`config.mk`:
```
export PLATFORM = sky130hd
export DESIGN_NAME = dual_rank_ctrl
export DESIGN_NICKNAME = d
export VERILOG_FILES = /design/src/rtl/dual_rank_pkg.sv /design/src/rtl/dual_rank_ctrl.sv
export SDC_FILE = /design/constraint.sdc
export NUM_CORES = 1
export LEC_CHECK = 0
export ABC_AREA = 1
export BUFFER_PORTS_ARGS = -buffer_cell sky130_fd_sc_hd__buf_4
export CAP_MARGIN = 20
export CORE_MARGIN = 2
export CORE_UTILIZATION = 35
export CTS_CLUSTER_SIZE = 24
export DETAILED_ROUTE_END_ITERATION = 7
export PLACE_DENSITY = 0.67
export SETUP_SLACK_MARGIN = 0.1
export SLEW_MARGIN = 5
export SYNTH_ARGS = -nofsm -noshare
export SYNTH_HDL_FRONTEND = slang
export SYNTH_SLANG_ARGS = --single-unit
```
`constraint.sdc`:
```
create_clock -name clk -period 1.1 [get_ports clk]
set_input_delay 0.055 -clock clk [delete_from_list [all_inputs] [get_ports clk]]
set_output_delay 0.055 -clock clk [all_outputs]
set_load 0.02 [all_outputs]
```
`src/rtl/dual_rank_pkg.sv`:
```
// Shared types and constants for the two-rank request front-end.
package dual_rank_pkg;

  localparam int unsigned DEF_ADDR_WIDTH     = 8;
  localparam int unsigned DEF_WORDADDR_WIDTH = 7;
  localparam int unsigned DEF_DATA_WIDTH     = 8;

  localparam logic RANK0 = 1'b0;
  localparam logic RANK1 = 1'b1;

  typedef enum logic [2:0] {
    ST_IDLE,
    ST_TURN,
    ST_ACCESS,
    ST_CAPTURE,
    ST_RESP
  } state_t;

endpackage

```
`src/rtl/dual_rank_ctrl.sv`:
```
// Request front-end for two 128x8 RAM ranks: decodes the address MSB to a
// rank, inserts a one-cycle turnaround on rank switches, pulses one chip
// select per request and returns read data over a valid/ready channel.
module dual_rank_ctrl
  import dual_rank_pkg::*;
#(
  parameter int unsigned ADDR_WIDTH     = DEF_ADDR_WIDTH,
  parameter int unsigned WORDADDR_WIDTH = DEF_WORDADDR_WIDTH,
  parameter int unsigned DATA_WIDTH     = DEF_DATA_WIDTH
) (
  input  logic                      clk,
  input  logic                      rst,
  input  logic                      req_valid,
  output logic                      req_ready,
  input  logic [ADDR_WIDTH-1:0]     req_addr,
  input  logic                      req_wr,
  input  logic [DATA_WIDTH-1:0]     req_wdata,
  output logic                      rsp_valid,
  input  logic                      rsp_ready,
  output logic [DATA_WIDTH-1:0]     rsp_rdata,
  output logic [WORDADDR_WIDTH-1:0] rank_addr,
  output logic                      rank_wr,
  output logic [DATA_WIDTH-1:0]     rank_din,
  output logic                      rank0_cs,
  output logic                      rank1_cs,
  input  logic [DATA_WIDTH-1:0]     rank0_dout,
  input  logic [DATA_WIDTH-1:0]     rank1_dout,
  output logic                      busy
);

  state_t                    state_q, state_d;
  logic [WORDADDR_WIDTH-1:0] addr_q, addr_d;
  logic                      wr_q, wr_d;
  logic [DATA_WIDTH-1:0]     wdata_q, wdata_d;
  logic                      rank_q, rank_d;
  logic                      last_rank_q, last_rank_d;
  logic                      last_rank_vld_q, last_rank_vld_d;
  logic [WORDADDR_WIDTH-1:0] rank_addr_q, rank_addr_d;
  logic [DATA_WIDTH-1:0]     rank_din_q, rank_din_d;
  logic [DATA_WIDTH-1:0]     rsp_rdata_q, rsp_rdata_d;
  logic                      req_rank;

  assign req_rank = req_addr[ADDR_WIDTH-1];

  // Next-state and datapath register updates.
  // The shared bus registers load only on the transition into ACCESS, so
  // they keep their previous contents through IDLE and TURN.
  always_comb begin
    state_d         = state_q;
    addr_d          = addr_q;
    wr_d            = wr_q;
    wdata_d         = wdata_q;
    rank_d          = rank_q;
    last_rank_d     = last_rank_q;
    last_rank_vld_d = last_rank_vld_q;
    rank_addr_d     = rank_addr_q;
    rank_din_d      = rank_din_q;
    rsp_rdata_d     = rsp_rdata_q;

    unique case (state_q)
      ST_IDLE: begin
        if (req_valid) begin
          addr_d  = req_addr[WORDADDR_WIDTH-1:0];
          wr_d    = req_wr;
          wdata_d = req_wdata;
          rank_d  = req_rank;
          if (last_rank_vld_q && (req_rank != last_rank_q)) begin
            state_d = ST_TURN;
          end else begin
            state_d     = ST_ACCESS;
            rank_addr_d = req_addr[WORDADDR_WIDTH-1:0];
            rank_din_d  = req_wdata;
          end
        end
      end
      ST_TURN: begin
        state_d     = ST_ACCESS;
        rank_addr_d = addr_q;
        rank_din_d  = wdata_q;
      end
      ST_ACCESS: begin
        last_rank_d     = rank_q;
        last_rank_vld_d = 1'b1;
        state_d         = wr_q ? ST_IDLE : ST_CAPTURE;
      end
      ST_CAPTURE: begin
        rsp_rdata_d = (rank_q == RANK1) ? rank1_dout : rank0_dout;
        state_d     = ST_RESP;
      end
      ST_RESP: begin
        if (rsp_ready) begin
          state_d = ST_IDLE;
        end
      end
      default: state_d = ST_IDLE;
    endcase
  end

  // State and datapath registers with synchronous reset.
  always_ff @(posedge clk) begin
    if (rst) begin
      state_q         <= ST_IDLE;
      addr_q          <= '0;
      wr_q            <= 1'b0;
      wdata_q         <= '0;
      rank_q          <= RANK0;
      last_rank_q     <= RANK0;
      last_rank_vld_q <= 1'b0;
      rank_addr_q     <= '0;
      rank_din_q      <= '0;
      rsp_rdata_q     <= '0;
    end else begin
      state_q         <= state_d;
      addr_q          <= addr_d;
      wr_q            <= wr_d;
      wdata_q         <= wdata_d;
      rank_q          <= rank_d;
      last_rank_q     <= last_rank_d;
      last_rank_vld_q <= last_rank_vld_d;
      rank_addr_q     <= rank_addr_d;
      rank_din_q      <= rank_din_d;
      rsp_rdata_q     <= rsp_rdata_d;
    end
  end

  // Outputs decoded from state and registers only.
  always_comb begin
    req_ready = (state_q == ST_IDLE) && !rst;
    busy      = (state_q != ST_IDLE);
    rsp_valid = (state_q == ST_RESP);
    rsp_rdata = rsp_rdata_q;
    rank0_cs  = (state_q == ST_ACCESS) && (rank_q == RANK0);
    rank1_cs  = (state_q == ST_ACCESS) && (rank_q == RANK1);
    rank_wr   = (state_q == ST_ACCESS) && wr_q;
    rank_addr = rank_addr_q;
    rank_din  = rank_din_q;
  end

endmodule

```
## Word-level counts from Yosys, hierarchy flattened

Cells that the tools add are included.

| storage, ports and cells | value |
|---|---|
| register bits | 45 |
| bits of input ports | 37 |
| word-level logic and storage cells | 43 |

| operators by class | value |
|---|---|
| eq/ne operators | 8 |
| multiplexer cells | 12 |
| bitwise logic cells | 1 |
| reduce and logical (&&, ||, !) cells | 12 |

Operator list:

| kind | number |
|---|---|
| 8-bit 2-to-1 mux | 3 |
| 8-bit case mux with 2 select lines | 1 |
| 3-bit case mux with 5 select lines | 1 |
| 7-bit 2-to-1 mux | 2 |
| 7-bit case mux with 2 select lines | 1 |
| 3-bit by 2-bit == test with 1-bit output (second input constant) | 2 |
| 3-bit 2-to-1 mux | 2 |
| 1-bit logical AND | 5 |
| 2-bit 2-to-1 mux | 2 |
| 2-bit != test (second input constant) | 2 |
| 2-bit AND reduction | 2 |
| 3-bit by 1-bit == test with 1-bit output (second input constant) | 1 |
| 3-bit == test (second input constant) | 1 |
| 3-bit logical NOT | 1 |
| 3-bit AND reduction | 1 |
| 3-bit nonzero test | 1 |
| 2-bit by 1-bit != test with 1-bit output (second input constant) | 1 |
| 2-bit nonzero test | 1 |
| 1-bit logical NOT | 1 |
| 1-bit != test | 1 |
| 1-bit NOT | 1 |

## Longest topological paths before layout

| depth | value |
|---|---|
| word-level depth | 5 |
| gate-level depth with buffers | 9 |
| mapped depth without buffers | 8 |

## Worst setup path before layout

Ideal clock, no wire load.

| timing | value |
|---|---|
| kind | register to register |
| from | register state_q[2] |
| to | register state_q[2] |
| data arrival time | 1169 ps |
| setup slack | -138 ps |
| stages on the path, launching flop included | 5 |
| cells stage by stage | dfxtp_1 -> inv_1 -> nor3_1 -> nand2_1 -> a21oi_1 |

| on the way | value |
|---|---|
| longest elaborated chain between the ends | 3 |
| elaborated cells between the ends (all ways) | 9 |

Ends and longest elaborated chain:

| what | line | text |
|---|---|---|
| start: declaration | dual_rank_ctrl.sv:31 | `state_t state_q, state_d;` |
| start signal: assignment | dual_rank_ctrl.sv:113 | `state_q <= state_d;` |
| 3-bit == test (*) | -- |  |
| named net rsp_valid | dual_rank_ctrl.sv:18 | `output logic rsp_valid,` |
| 2-bit by 1-bit != test with 1-bit output (no line) | -- |  |
| 2-bit AND reduction (no line) | -- |  |

The timed path passes the listed nets; every way through them passes the cells marked *.
A chain may end at the register's enable or synchronous reset.

## Final worst setup path

| timing | value |
|---|---|
| from | register state_q[2] |
| to | register rank_addr_q[6], in the netlist rank_addr[6] |

| on the way | value |
|---|---|
| longest elaborated chain between the ends | 3 |
| elaborated cells between the ends (all ways) | 7 |

Ends and longest elaborated chain:

| what | line | text |
|---|---|---|
| 3-bit by 1-bit == test with 1-bit output or 3-bit logical NOT (tied branches) | dual_rank_ctrl.sv:60 | `unique case (state_q)` |
| 2-bit nonzero test (no line) or 2-bit != test (tied branches) | -- |  |
| 3-bit AND reduction (no line) | -- |  |
| end signal: assignment | dual_rank_ctrl.sv:120 | `rank_addr_q <= rank_addr_d;` |
| end: declaration | dual_rank_ctrl.sv:38 | `logic [WORDADDR_WIDTH-1:0] rank_addr_q, rank_addr_d;` |

Parallel ways exist; a longest one is shown, timed or not.

==> flow_summary_export.csv <==
group,metric,value,unit
status,outcome,"complete, but fails checks",
status,failed_checks,"setup timing",
setup_path,crit_arrival,1.51,ns
clock_tree,cts_sinks,45,
power_and_ir_drop,power.density,1659,nW/um2
clock_tree,cts_max_level,2,
yosys,synth_area,1979,um2
hold_path,hold_end,"state_q[2]$_SDFFE_PP0P_",
yosys,synth_cell_types,21,
sta,max_freq,764.0,MHz
setup_path,reg2reg_to,"rank_addr[6]$_SDFFE_PP0P_",
global_route,grt_max_degree,42,
power_and_ir_drop,ir_drop,0.0008746,V
place,gp_congestion,0.7419,
setup_path,path_class,"register to register",
setup_path,required,1.30,ns
cells_and_area,finalNonFillerCells,445,
global_route,grt_overflow,0,
job,maxCapViolCount,0,
setup_path,rr_worst_depth,9,
hold_path,hold-path-cell-count,4,
floorplan,fp-row-count,27,
cells_and_area,nets,410,
yosys,ys_top_cells_by_area,"dfxtp_1 46%, nand2_1 12%, o21ai_0 10%",
drt,wl,5.871,mm
sta,slew_violations,0,
sta,setup_tns,-5.437,ns
setup_path,crit_fanout,5,
place,io_buffers,65,
sta,tightest_slew,0.2285,ns
global_route,grt_util_all_layers,19.19,%
drt,drt_iter0_drc,104,
clock_tree,clk_pin_slew_worst_paths,0.09,ns
clock_tree,clk_latency,0.30,ns
drt,antenna_left,0,
setup_path,start_kind,"register",
yosys,syn_inst,285,
clock_tree,cts_tree,"yes",
cells_and_area,final_core_util,61.45,%
sta,rsz0062_at_grt,"true",
floorplan,die_area,6273,um2
sta,hold_violations,0,
global_route,grt_pass1_vias,2075,
drt,drc,0,
sta,min_period,1.309,ns
hold_path,hold_path.startpoint,"rsp_ready",
setup_path,reg2reg_setup_slack,-0.21,ns
place,dp.cells,422,
drt,post_drt_wl_per_cell,13.19,um
sta,fin_skew,0.008429,ns
floorplan,die_w,79.20,um
clock_tree,cts_buffers,5,
sta,post-route-period-util,119.0,%
cells_and_area,fin_area,3363,um2
floorplan,core_area,5473,um2
floorplan,dieHeight,79.20,um
global_route,grt_pass1_wl,9.459,mm
yosys,mappedNetlistNets,322,
yosys,yosys_warnings,0,
hold_path,hold_path_class,"primary input to register",
floorplan,initial_core_util,36.17,%
global_route,antenna_found_initial,0,
yosys,synth-seq-area-share,45.51,%
place,dp_slack,-0.1357,ns
floorplan,ios,66,
yosys,synth_top_area_share,45.51,%
drt,dr.pass1.iters,4,
cells_and_area,drive_gt1_share,49.06,%
place,placed_cell_area,2671,um2
place,dpl.hpwl,3.230,mm
cells_and_area,area_growth,69.91,%
yosys,ys_ff_latch,45,
drt,viasPerCell,4.791,
power_and_ir_drop,power_leakage,1.508,nW
sta,setup_violations,41,
sta,finalWorstSetupSlack,-0.2089,ns
drt,vias,2132,
cells_and_area,antennaDiodeCount,0,
yosys,synth_area_per_cell,6.945,um2
setup_path,timing.rr.start,"state_q[2]$_SDFFE_PP0P_",
yosys,yosysTopAreaCell,"dfxtp_1",
clock_tree,clock_path_buffers,2,
setup_path,end_kind,"register",
clock_tree,cts_root_buffer,"clkbuf_8",
sta,slew-limit-headroom,84.61,%
==> metrics by stage <==
step                      hold WS (ns)  total power, mW
after floorplan                 0.1167            2.955
after global placement          0.2483            3.507
after detailed placement        0.2530            3.543
after CTS                    0.0003865            5.353
after global routing           0.02581            5.893
final                          0.01524            5.581
==> registers in the layout, indices dropped and copies added (netlist names) <==
register         cells
addr_q               7
last_rank_q          1
last_rank_vld_q      1
rank_addr            7
rank_din             8
rank_q               1
rsp_rdata            8
state_q              3
wdata_q              8
wr_q                 1
==> layer usage <==
| metal | vias up | global-route usage (%) | routed length, um |
|---|---|---|---|
| li1 | 1077 | - | - |
| met1 | 979 | 22.61 | 2397 |
| met2 | 68 | 34.32 | 3008 |
| met3 | 8 | 5.114 | 374 |
| met4 | 0 | 5.000 | 91 |
| met5 | - | 0 | 0 |
==> cells in the mapped netlist (all sizes together) <==
library cell  instances
nand3                 2
nand2                69
o21ai                41
nor2                 40
inv                  40
buf                  12
o211ai                1
clkbuf                3
a211oi                1
clkinv                1
nor3                  1
a31oi                 8
a21oi                21
dfxtp                45
==> worst max path at each step <==
| stage | from | endpoint | cells past startpoint |
|---|---|---|---|
| floorplan | state_q[2]$_SDFFE_PP0P_ | rank_din[3]$_SDFFE_PP0P_ | 9 |
| global placement | state_q[2]$_SDFFE_PP0P_ | addr_q[2]$_SDFFE_PP0P_ | 6 |
| detailed placement | state_q[2]$_SDFFE_PP0P_ | addr_q[0]$_SDFFE_PP0P_ | 6 |
| CTS | state_q[0]$_SDFFE_PP0P_ | rank0_cs | 6 |
| global route | state_q[2]$_SDFFE_PP0P_ | rank_din[0]$_SDFFE_PP0P_ | 9 |
| finish | state_q[2]$_SDFFE_PP0P_ | rank_addr[6]$_SDFFE_PP0P_ | 9 |
==> cells in the final DEF (no fill, tap or decap), drive strengths merged <==
cell type	synthesis	layout
a211oi	1	1
dlygate4sd3	0	1
buf	12	90
dfxtp	45	45
nand3	2	2
clkbuf	3	6
a21oi	21	21
o211ai	1	1
inv	40	40
nor3	1	1
nand2	69	72
nor2	40	40
clkinv	1	2
bufinv	0	1
a31oi	8	8
o21ai	41	41
clkinvlp	0	1
==> cell families after synthesis <==
| group | after synthesis | synth area share (%) |
|---|---|---|
| compound gates | 72 | 18.96 |
| flops | 45 | 45.51 |
| simple gates | 112 | 22.95 |
| buf+inv | 56 | 12.58 |
==> layout make-up <==
| cell class | count | area, um2 |
|---|---|---|
| timing repair inverter | 1 | 7.507 |
| tap | 72 | 90.09 |
| sequential | 45 | 907.1 |
| fill | 496 | 2110 |
| clock buffer | 5 | 68.82 |
| timing repair buffer | 92 | 884.6 |
| inverter | 41 | 167.7 |
| multi-input combinational | 187 | 1202 |
| clock inverter | 2 | 35.03 |
==> power breakdown <==
group	switching, mW	leakage [nW]	internal, mW	total, mW
Clock	0.559	0.0540	0.661	1.22
Sequential	0.106	0.373	1.86	1.96
Combinational	1.30	1.08	1.10	2.40
Total	1.96	1.51	3.62	5.58
==> timing repair <==
action / in CTS / in global routing
endpoints found under the hold margin: 3 / 0
pin swaps: 14 / 13
hold buffers: 1 / 0
buffers inserted: 5 / 4
gates cloned: 5 / 2
gates resized for setup: 83 / 37
endpoints found under the setup margin: 50 / 50
==> worst max-delay path, stage by stage, from the launching register on <==
cell and delay [ns]:
dfxtp_2 0.34, nor2_4 0.17, nand2_4 0.10, inv_8 0.09, nand2_8 0.06, nand2_8 0.14
clkbuf_16 0.16, nand2_1 0.05, nand2_1 0.06, nor2_1 0.04
(Power assumes the default switching activity.)
